File: config.mk
export PLATFORM = sky130hd
export DESIGN_NAME = user_segn_avalon_flat
export DESIGN_NICKNAME = d
export VERILOG_FILES = /design/src/rtl/user_segn_pkg.sv /design/src/rtl/user_segn_avalon_if.sv /design/src/rtl/seg7_hex_decode.sv /design/src/rtl/user_segn_avalon.sv /design/src/flat_wrapper.sv
export SDC_FILE = /design/constraint.sdc
export NUM_CORES = 1
export LEC_CHECK = 0
export CORE_ASPECT_RATIO = 2
export CORE_MARGIN = 4
export CORE_UTILIZATION = 25
export CTS_BUF_LIST = sky130_fd_sc_hd__clkbuf_8
export DETAILED_ROUTE_END_ITERATION = 12
export HOLD_SLACK_MARGIN = 0.08
export PLACE_DENSITY = 0.52
export SETUP_SLACK_MARGIN = 0.15
export SYNTH_ARGS = -nofsm -noshare
export SYNTH_HDL_FRONTEND = slang
export SYNTH_HIERARCHICAL = 1
export SYNTH_SLANG_ARGS = --single-unit
File: constraint.sdc
create_clock -name clk -period 9.6 [get_ports clk]
set_input_delay 1.44 -clock clk [delete_from_list [all_inputs] [get_ports clk]]
set_output_delay 1.44 -clock clk [all_outputs]
set_load 0.05 [all_outputs]
File: src/rtl/user_segn_pkg.sv
// rtl/user_segn_pkg.sv - Register map, bit positions and hex-decode table for user_segn_avalon
package user_segn_pkg;

  localparam logic [4:0] DIGIT_BASE  = 5'd0;
  localparam logic [4:0] CTRL_ADDR   = 5'd16;
  localparam logic [4:0] STATUS_ADDR = 5'd17;

  localparam int DIGIT_W = 10;

  // DIGIT[k] fields
  localparam int RAW   = 7;
  localparam int BLINK = 8;
  localparam int BLANK = 9;

  // CTRL fields
  localparam int EN     = 8;
  localparam int COMMIT = 9;

  typedef logic [DIGIT_W-1:0] digit_reg_t;

  // Active-high a..g patterns, entry i is the glyph for hex digit i
  localparam logic [15:0][6:0] HEX_SEG = {
    7'h71, 7'h79, 7'h5E, 7'h39, 7'h7C, 7'h77, 7'h6F, 7'h7F,
    7'h07, 7'h7D, 7'h6D, 7'h66, 7'h4F, 7'h5B, 7'h06, 7'h3F
  };

endpackage

File: src/rtl/user_segn_avalon_if.sv
// rtl/user_segn_avalon_if.sv - Avalon-MM slave port bundle for user_segn_avalon
interface user_segn_avalon_if;

  logic [4:0]  avs_address;
  logic        avs_write;
  logic [31:0] avs_writedata;
  logic        avs_read;
  logic [31:0] avs_readdata;

  modport slave (
    input  avs_address, avs_write, avs_writedata, avs_read,
    output avs_readdata
  );

  modport master (
    output avs_address, avs_write, avs_writedata, avs_read,
    input  avs_readdata
  );

endinterface

File: src/rtl/seg7_hex_decode.sv
// rtl/seg7_hex_decode.sv - Combinational 4-bit hex to active-high seven-segment decoder
module seg7_hex_decode
  import user_segn_pkg::*;
(
  input  logic [3:0] hex_i,
  output logic [6:0] seg_o
);

  assign seg_o = HEX_SEG[hex_i];

endmodule

File: src/rtl/user_segn_avalon.sv
// rtl/user_segn_avalon.sv - Avalon-MM seven-segment driver with shadowed digits, PWM brightness and blink
module user_segn_avalon
  import user_segn_pkg::*;
#(
  parameter int NUM_DIGITS = 8,
  parameter int PWM_BITS   = 4,
  parameter int BLINK_DIV  = 25000000,
  parameter bit ACTIVE_LOW = 1'b1
) (
  input  logic                    clk,
  input  logic                    reset,
  user_segn_avalon_if.slave       avs,
  output logic [7*NUM_DIGITS-1:0] seg_o
);

  localparam int                  BCW        = $clog2(BLINK_DIV);
  localparam logic [BCW-1:0]      BLINK_LAST = BCW'(BLINK_DIV - 1);
  localparam logic [PWM_BITS-1:0] PWM_MAX    = '1;
  localparam logic [6:0]          SEG_POL    = {7{ACTIVE_LOW}};

  digit_reg_t            shadow_q [NUM_DIGITS];
  digit_reg_t            shadow_d [NUM_DIGITS];
  digit_reg_t            active_q [NUM_DIGITS];
  digit_reg_t            active_d [NUM_DIGITS];
  logic [PWM_BITS-1:0]   bright_q, bright_d;
  logic                  en_q, en_d;
  logic                  commit_pend_q, commit_pend_d;
  logic [PWM_BITS-1:0]   pwm_cnt_q, pwm_cnt_d;
  logic [BCW-1:0]        blink_cnt_q, blink_cnt_d;
  logic                  phase_q, phase_d;
  logic [31:0]           readdata_q, readdata_d;
  logic [7*NUM_DIGITS-1:0] seg_q, seg_d;
  logic [6:0]            hex_seg [NUM_DIGITS];

  logic wr_ctrl;
  logic do_copy;
  logic pwm_on;
  logic unused_wdata;

  assign wr_ctrl      = avs.avs_write && (avs.avs_address == CTRL_ADDR);
  assign do_copy      = commit_pend_q && (pwm_cnt_q == PWM_MAX);
  assign pwm_on       = (bright_q == PWM_MAX) || (pwm_cnt_q < bright_q);
  assign unused_wdata = ^avs.avs_writedata;

  generate
    for (genvar k = 0; k < NUM_DIGITS; k++) begin : gen_hex
      seg7_hex_decode u_hex (
        .hex_i (active_q[k][3:0]),
        .seg_o (hex_seg[k])
      );
    end
  endgenerate

  // Shadow write lands before the copy so a same-cycle digit write is committed too
  always_comb begin
    for (int k = 0; k < NUM_DIGITS; k++) begin
      shadow_d[k] = shadow_q[k];
      if (avs.avs_write && (avs.avs_address == DIGIT_BASE + 5'(k))) begin
        shadow_d[k] = avs.avs_writedata[DIGIT_W-1:0];
      end
      active_d[k] = do_copy ? shadow_d[k] : active_q[k];
    end

    bright_d = bright_q;
    en_d     = en_q;
    if (wr_ctrl) begin
      bright_d = avs.avs_writedata[PWM_BITS-1:0];
      en_d     = avs.avs_writedata[EN];
    end

    commit_pend_d = commit_pend_q && !do_copy;
    if (wr_ctrl && avs.avs_writedata[COMMIT]) begin
      commit_pend_d = 1'b1;
    end

    pwm_cnt_d   = pwm_cnt_q + PWM_BITS'(1);
    blink_cnt_d = blink_cnt_q + BCW'(1);
    phase_d     = phase_q;
    if (blink_cnt_q == BLINK_LAST) begin
      blink_cnt_d = '0;
      phase_d     = !phase_q;
    end
  end

  always_comb begin
    readdata_d = readdata_q;
    if (avs.avs_read) begin
      readdata_d = '0;
      for (int k = 0; k < NUM_DIGITS; k++) begin
        if (avs.avs_address == DIGIT_BASE + 5'(k)) begin
          readdata_d[DIGIT_W-1:0] = shadow_q[k];
        end
      end
      if (avs.avs_address == CTRL_ADDR) begin
        readdata_d[PWM_BITS-1:0] = bright_q;
        readdata_d[EN]           = en_q;
        readdata_d[COMMIT]       = commit_pend_q;
      end
      if (avs.avs_address == STATUS_ADDR) begin
        readdata_d[1:0] = {commit_pend_q, phase_q};
      end
    end
  end

  always_comb begin
    seg_d = {NUM_DIGITS{SEG_POL}};
    for (int k = 0; k < NUM_DIGITS; k++) begin
      if (en_q && pwm_on && !active_q[k][BLANK] && !(active_q[k][BLINK] && phase_q)) begin
        seg_d[7*k +: 7] = (active_q[k][RAW] ? active_q[k][6:0] : hex_seg[k]) ^ SEG_POL;
      end
    end
  end

  always_ff @(posedge clk or posedge reset) begin
    if (reset) begin
      for (int k = 0; k < NUM_DIGITS; k++) begin
        shadow_q[k] <= '0;
        active_q[k] <= '0;
      end
      bright_q      <= '0;
      en_q          <= 1'b0;
      commit_pend_q <= 1'b0;
      pwm_cnt_q     <= '0;
      blink_cnt_q   <= '0;
      phase_q       <= 1'b0;
      readdata_q    <= '0;
      seg_q         <= {NUM_DIGITS{SEG_POL}};
    end else begin
      for (int k = 0; k < NUM_DIGITS; k++) begin
        shadow_q[k] <= shadow_d[k];
        active_q[k] <= active_d[k];
      end
      bright_q      <= bright_d;
      en_q          <= en_d;
      commit_pend_q <= commit_pend_d;
      pwm_cnt_q     <= pwm_cnt_d;
      blink_cnt_q   <= blink_cnt_d;
      phase_q       <= phase_d;
      readdata_q    <= readdata_d;
      seg_q         <= seg_d;
    end
  end

  assign avs.avs_readdata = readdata_q;
  assign seg_o            = seg_q;

endmodule

File: src/flat_wrapper.sv
// flat-port wrapper written by rule: the top's interface ports become plain ports
module user_segn_avalon_flat import user_segn_pkg::*;
#(
  parameter int NUM_DIGITS = 8,
  parameter int PWM_BITS   = 4,
  parameter int BLINK_DIV  = 25000000,
  parameter bit ACTIVE_LOW = 1'b1
)
  (clk, reset, seg_o, avs_avs_address, avs_avs_write, avs_avs_writedata, avs_avs_read, avs_avs_readdata);
  user_segn_avalon_if avs_i ();
  input  logic clk;
  input  logic reset;
  output logic [7*NUM_DIGITS-1:0] seg_o;
  input wire logic [$bits(avs_i.avs_address)-1:0] avs_avs_address;
  input wire logic [$bits(avs_i.avs_write)-1:0] avs_avs_write;
  input wire logic [$bits(avs_i.avs_writedata)-1:0] avs_avs_writedata;
  input wire logic [$bits(avs_i.avs_read)-1:0] avs_avs_read;
  output wire logic [$bits(avs_i.avs_readdata)-1:0] avs_avs_readdata;
  assign avs_i.avs_address = avs_avs_address;
  assign avs_i.avs_write = avs_avs_write;
  assign avs_i.avs_writedata = avs_avs_writedata;
  assign avs_i.avs_read = avs_avs_read;
  assign avs_avs_readdata = avs_i.avs_readdata;
  user_segn_avalon #(.NUM_DIGITS(NUM_DIGITS), .PWM_BITS(PWM_BITS), .BLINK_DIV(BLINK_DIV), .ACTIVE_LOW(ACTIVE_LOW)) u_core (.clk(clk), .reset(reset), .avs(avs_i), .seg_o(seg_o));
endmodule
======== Yosys cells after proc, flatten, opt, wreduce, memory -nomap -nowiden ========
Memories as Yosys holds them, arrays and structs flattened.
Index checks and enable logic that the tools add are counted.
word-level totals
  RAM bits ................................ 0
  memories kept ........................... 8
  ROM bits ................................ 896
  register bits ........................... 262
  bits in latches ......................... 0
memory list
  name             words  bits a word  rd ports  clocked after Yosys merged registers in  wr ports  line                  RTL
  (no name shown)  16     7            1         0                                        0         seg7_hex_decode.sv:9  assign seg_o = HEX_SEG[hex_i];
  (no name shown)  16     7            1         0                                        0         seg7_hex_decode.sv:9
  (no name shown)  16     7            1         0                                        0         seg7_hex_decode.sv:9
  (no name shown)  16     7            1         0                                        0         seg7_hex_decode.sv:9
  (no name shown)  16     7            1         0                                        0         seg7_hex_decode.sv:9
  (no name shown)  16     7            1         0                                        0         seg7_hex_decode.sv:9
  +2 memories      n/a    n/a          n/a       n/a                                      n/a       n/a
cells by class
  eq/ne operators ......................... 12
  bitwise logic cells ..................... 8
  multipliers ............................. 0
  order comparisons ....................... 9
  add/subtract/negate cells ............... 2
  divide/modulo/power cells ............... 0
  shifts and indexed selects .............. 0
  muxes and demuxes ....................... 45
  reduce and logical (&&, ||, !) cells .... 57
operators by type and width
  operator               count
  $mux 7                 24
  $mux 10                16
  $not 7->7              8
  $lt 4x5->1 const B     8
  $logic_and 1x1->1      37
  $add 25x1->25 const B  1
  $eq 25x25->1 const B   1
  $mux 25                1
  $eq 5x3->1 const B     4
  $logic_not 1->1        18
  $eq 5x2->1 const B     2
  $eq 5x5->1 const B     2
  $eq 4x4->1 const B     2
  $eq 5x1->1 const B     1
  $logic_not 5->1        1
  $add 4x1->4 const B    1
  $lt 4x4->1             1
  $mux 2                 2
  $mux 4                 1
  $logic_or 1x1->1       1
  $mux 1                 1

======== Depth between registers and ports, before layout ========
  depth in word-level cells ............... 11
  mapped depth ............................ 8
  depth with buffers taken out ............ 7

======== Hierarchy ========
The synthesis kept the hierarchy.
by module, submodules not included
  module                                         cells an instance  times used  area an instance (um^2)  seq. area each (um^2)
  user_segn_avalon                               965                1           12016.5                  6626.4
  seg7_hex_decode (u_core.gen_hex[2].u_hex ...)  33                 5           287.8                    0.0
  seg7_hex_decode (u_core.gen_hex[0].u_hex ...)  33                 2           290.3                    0.0
  seg7_hex_decode (u_core.gen_hex[3].u_hex)      33                 1           286.5                    0.0

======== Worst setup path before layout ========
OpenSTA, ideal clock, no wires.
  kind .................................... input-to-reg
  start point ............................. input avs_avs_address[4]
  end point ............................... register u_core/active_q[40] (netlist name)
  path buffers ............................ 2
  arrival time ............................ 2901 ps
  required time ........................... 9475 ps
  path slack .............................. 6574 ps
  cell stages on the path ................. 6
  cells stage by stage .................... buf_2 nor4b_4 and3_1 buf_4 mux2_2 mux2_2
RTL lines
  element                          line                     RTL
  from (decl)                      flat_wrapper.sv:14       input wire logic [$bits(avs_i.avs_address)-1:0] avs_avs_address;
  to (signal, indexed assignment)  user_segn_avalon.sv:131  active_q[k] <= active_d[k];
  to (decl)                        user_segn_avalon.sv:23   digit_reg_t active_q [NUM_DIGITS];

==> reports/metrics.yaml <==
drt_iter0_markers: 451
clkLatencyLatePin_ps: 580
intPower_mw: 2.19
cp_top_family: "simple AND/OR/NAND/NOR gates"
clock.fmax_mhz: 281
fin_skew_ps: 28.9
htreeDepth: 2
via_count: 9833
dp_slack_ps: 5440
ctsHoldBuffers: 0
wl_per_cell_um: 19.3
ir_drop_v: 0.0000706
grt_usage_pct: 12.9
slowest_stage: "clkdlybuf4s50_1"
drive_gt1_share_pct: 25.6
dpl.hpwl_mm: 29.0
critPathBufInv: 1
drt-pass1-iter-count: 5
path_cells: "clkdlybuf4s50_1 -> nor4b_4 -> and3_1 -> mux2_2 -> mux2_2"
ys_ff_latch: 262
timing.hold.ws_ps: 449
hold_viol: 0
grt_pass1_wl_mm: 62.0
crit_arrival_ps: 4030
die_x_um: 177
grt_max_degree: 110
min_period_ps: 3560
async_flop_share_pct: 100
drt_wl_total_mm: 40.1
swShare_pct: 33.8
cts.sinks: 262
reg2reg_depth: 6
io_pins: 129
core-area_um2: 56500
fin_nets: 1390
start_kind: "primary input"
drv_slew: 0
rsz0062_at_grt: "false"
startpoint: "avs_avs_address[4]"
hold_path_class: "reg2reg"
cp_common_cell: "mux2_2"
clockBufferDepth: 3
tritoncts: "done"
synth-edff-count: 0
power_leakage_nw: 6.89
crit_type: "in2reg"
p_comb_share_pct: 25.4
stdcell_count: 2072
dpl.cell_count: 1997
cts_resized: 0
grt_overflow: 0
crit_required_ps: 10060
fin_ws_ps: 6040
grt_pass1_vias: 10500
cts-root-buf: "clkbuf_8"
r2r_setup_slack_ps: 7210
cp.depth: 5
drv_cap: 0
timing.rr.start: "u_core/bright_q[1]$_DFFE_PP0P_"
status: "complete, no violations"
total_power_mw: 3.31
max-slew-margin-rel_pct: 32.4
vias_per_cell: 4.75
worstHoldStart: "u_core/blink_cnt_q[0]$_DFF_PP0_"
sequentialPowerShare_pct: 43.3
clkPwrFrac_pct: 31.3
antenna_found_initial: 5
fin_setup_tns_ps: 0
post_cts_buffers: 0
port_buffers: 84
seq_area_frac_synth_pct: 46.3
dieArea_um2: 61400
max_stage_delay_ps: 780
setup_violations: 0
gp_congestion: 0.888
die_h_um: 346
clkTransAtPathRegs_ps: 60
drc_errors: 0
r2r_end: "u_core/seg_o[13]$_DFF_PP1_"
cp_max_fo: 19
synth_cells: 1229
fillers: 5758
ys.warnings.count: 6
p_sw_mw: 1.12
worst_slew_pin_slew_ps: 1010
fin_crit_sh_pct: 37.1
pwr_density_cell_nw_per_um2: 199
netlist-cell-type-count: 80
avgSynthCellArea_um2: 11.7
ys.flop_type: "dfrtp_1"
area_delta_synth_final_pct: 16.1
cp-end-kind: "flip-flop"
start_util_pct: 25.4
cts_buffers: 39
crit_end: "u_core/active_q[44]$_DFFE_PP0P_"
syn-cell-area_um2: 14300
core.rowCount: 123
ant_nets: 0
==> sequential cells by signal (all words and copies together) (netlist names) <==
name and count:
u_core/seg_o 56, u_core/bright_q 4, u_core/phase_q 1, u_core/blink_cnt_q 25, u_core/avs.avs_readdata 10, u_core/pwm_cnt_q 4
u_core/commit_pend_q 1, u_core/shadow_q 80, u_core/en_q 1, u_core/active_q 80
==> power by group through the flow <==
stage          sequential, mW  clock, mW  combinational (mW)
2_1_floorplan            1.57          0               0.443
3_3_place_gp             1.46          0               0.837
3_5_place_dp             1.46          0               0.846
4_1_cts                  1.44       1.08               0.851
5_1_grt                  1.46       1.12               0.905
6_report                 1.44       1.04               0.841
==> cells in the final DEF (no fill, tap or decap), types with 10 or more instances in the layout <==
| cell type | count |
|---|---|
| nand2b_1 | 15 |
| mux2_2 | 181 |
| and3_1 | 10 |
| inv_1 | 66 |
| conb_1 | 22 |
| a21oi_1 | 41 |
| nor3_1 | 79 |
| dfstp_2 | 56 |
| clkdlybuf4s50_1 | 84 |
| dfrtp_1 | 206 |
| ha_1 | 61 |
| nor2_1 | 18 |
| o21ai_0 | 72 |
| nand2_1 | 21 |
| mux2i_1 | 80 |
| buf_4 | 10 |
| nand3b_1 | 11 |
| nor2b_1 | 16 |
| nand3_1 | 14 |
| clkbuf_8 | 46 |
==> layout make-up <==
cell class	count	area (um2)	share of cell area (%)
Inverter	57	221	1.33
Sequential cell	262	6630	39.9
Antenna cell	4	10.0	0.0602
Tap cell	750	938	5.65
Clock inverter	25	243	1.46
Multi-Input combinational cell	834	7040	42.3
Clock buffer	46	633	3.81
Timing Repair Buffer	94	916	5.51
==> synthesized netlist by cell type, types with 5 or more instances <==
cell,number,share of area [%]
buf_2,21,0.73
and2_1,6,0.26
nand3b_1,11,0.58
dfstp_2,56,10
nor2b_1,16,0.70
buf_1,10,0.26
nor4_1,5,0.22
mux2_1,6,0.47
inv_1,56,1.5
o31a_2,5,0.35
a22o_1,5,0.31
nand2_2,5,0.22
or2b_1,7,0.37
o21ai_0,72,2.5
buf_6,8,0.63
o32a_1,7,0.49
o31ai_1,8,0.42
nand4_1,8,0.35
mux2i_1,80,5.6
xnor2_1,7,0.43
or3_1,7,0.31
nor3_1,79,2.8
dfrtp_1,206,36
a21oi_1,42,1.5
xor2_1,9,0.55
clkbuf_1,34,0.89
mux2_2,181,14
nand2b_1,15,0.66
mux4_1,8,1.5
a211o_1,9,0.55
nand3_1,14,0.49
nor2_1,18,0.47
buf_4,24,1.3
and3_1,10,0.44
ha_1,61,5.3
nand2_1,22,0.58
a31o_1,5,0.31
==> cell families (layout without fill, tap and decap cells) <==
logic type	after synthesis	count (layout)	share of synthesized area, %
flops	262	262	46.3
xor+xnor	16	16	0.978
fa+ha+maj	61	61	5.33
other cells	1	26	0.0262
buf+inv	154	222	5.27
mux	282	282	22.7
compound gates	201	201	9.18
simple gates	252	252	10.2
==> metal layers <==
layer,up-vias,global-route usage [%],share of wire (%)
li1,4555,-,-
met5,-,0,0.032
met1,4913,13.3,36
met2,272,24.7,54
met4,2,6.46,5.0
met3,91,2.15,4.4
==> through the flow <==
stage	cell area [um2]	util, %
2_1_floorplan	14400	-
3_3_place_gp	15700	27.9
3_5_place_dp	15700	27.9
4_1_cts	16600	29.4
5_1_grt	16600	29.4
6_report	16600	29.4
==> how the worst min path moves through the flow <==
stage | to | slack, ps | depth (start not counted)
after floorplan | u_core/blink_cnt_q[0]$_DFF_PP0_ | 420 | 1
after global placement | u_core/blink_cnt_q[0]$_DFF_PP0_ | 430 | 1
after detailed placement | u_core/blink_cnt_q[0]$_DFF_PP0_ | 450 | 1
after CTS | u_core/blink_cnt_q[0]$_DFF_PP0_ | 460 | 1
after global routing | u_core/blink_cnt_q[0]$_DFF_PP0_ | 480 | 1
final | u_core/blink_cnt_q[0]$_DFF_PP0_ | 450 | 1
Note: power is estimated with default switching activity, not from simulation.
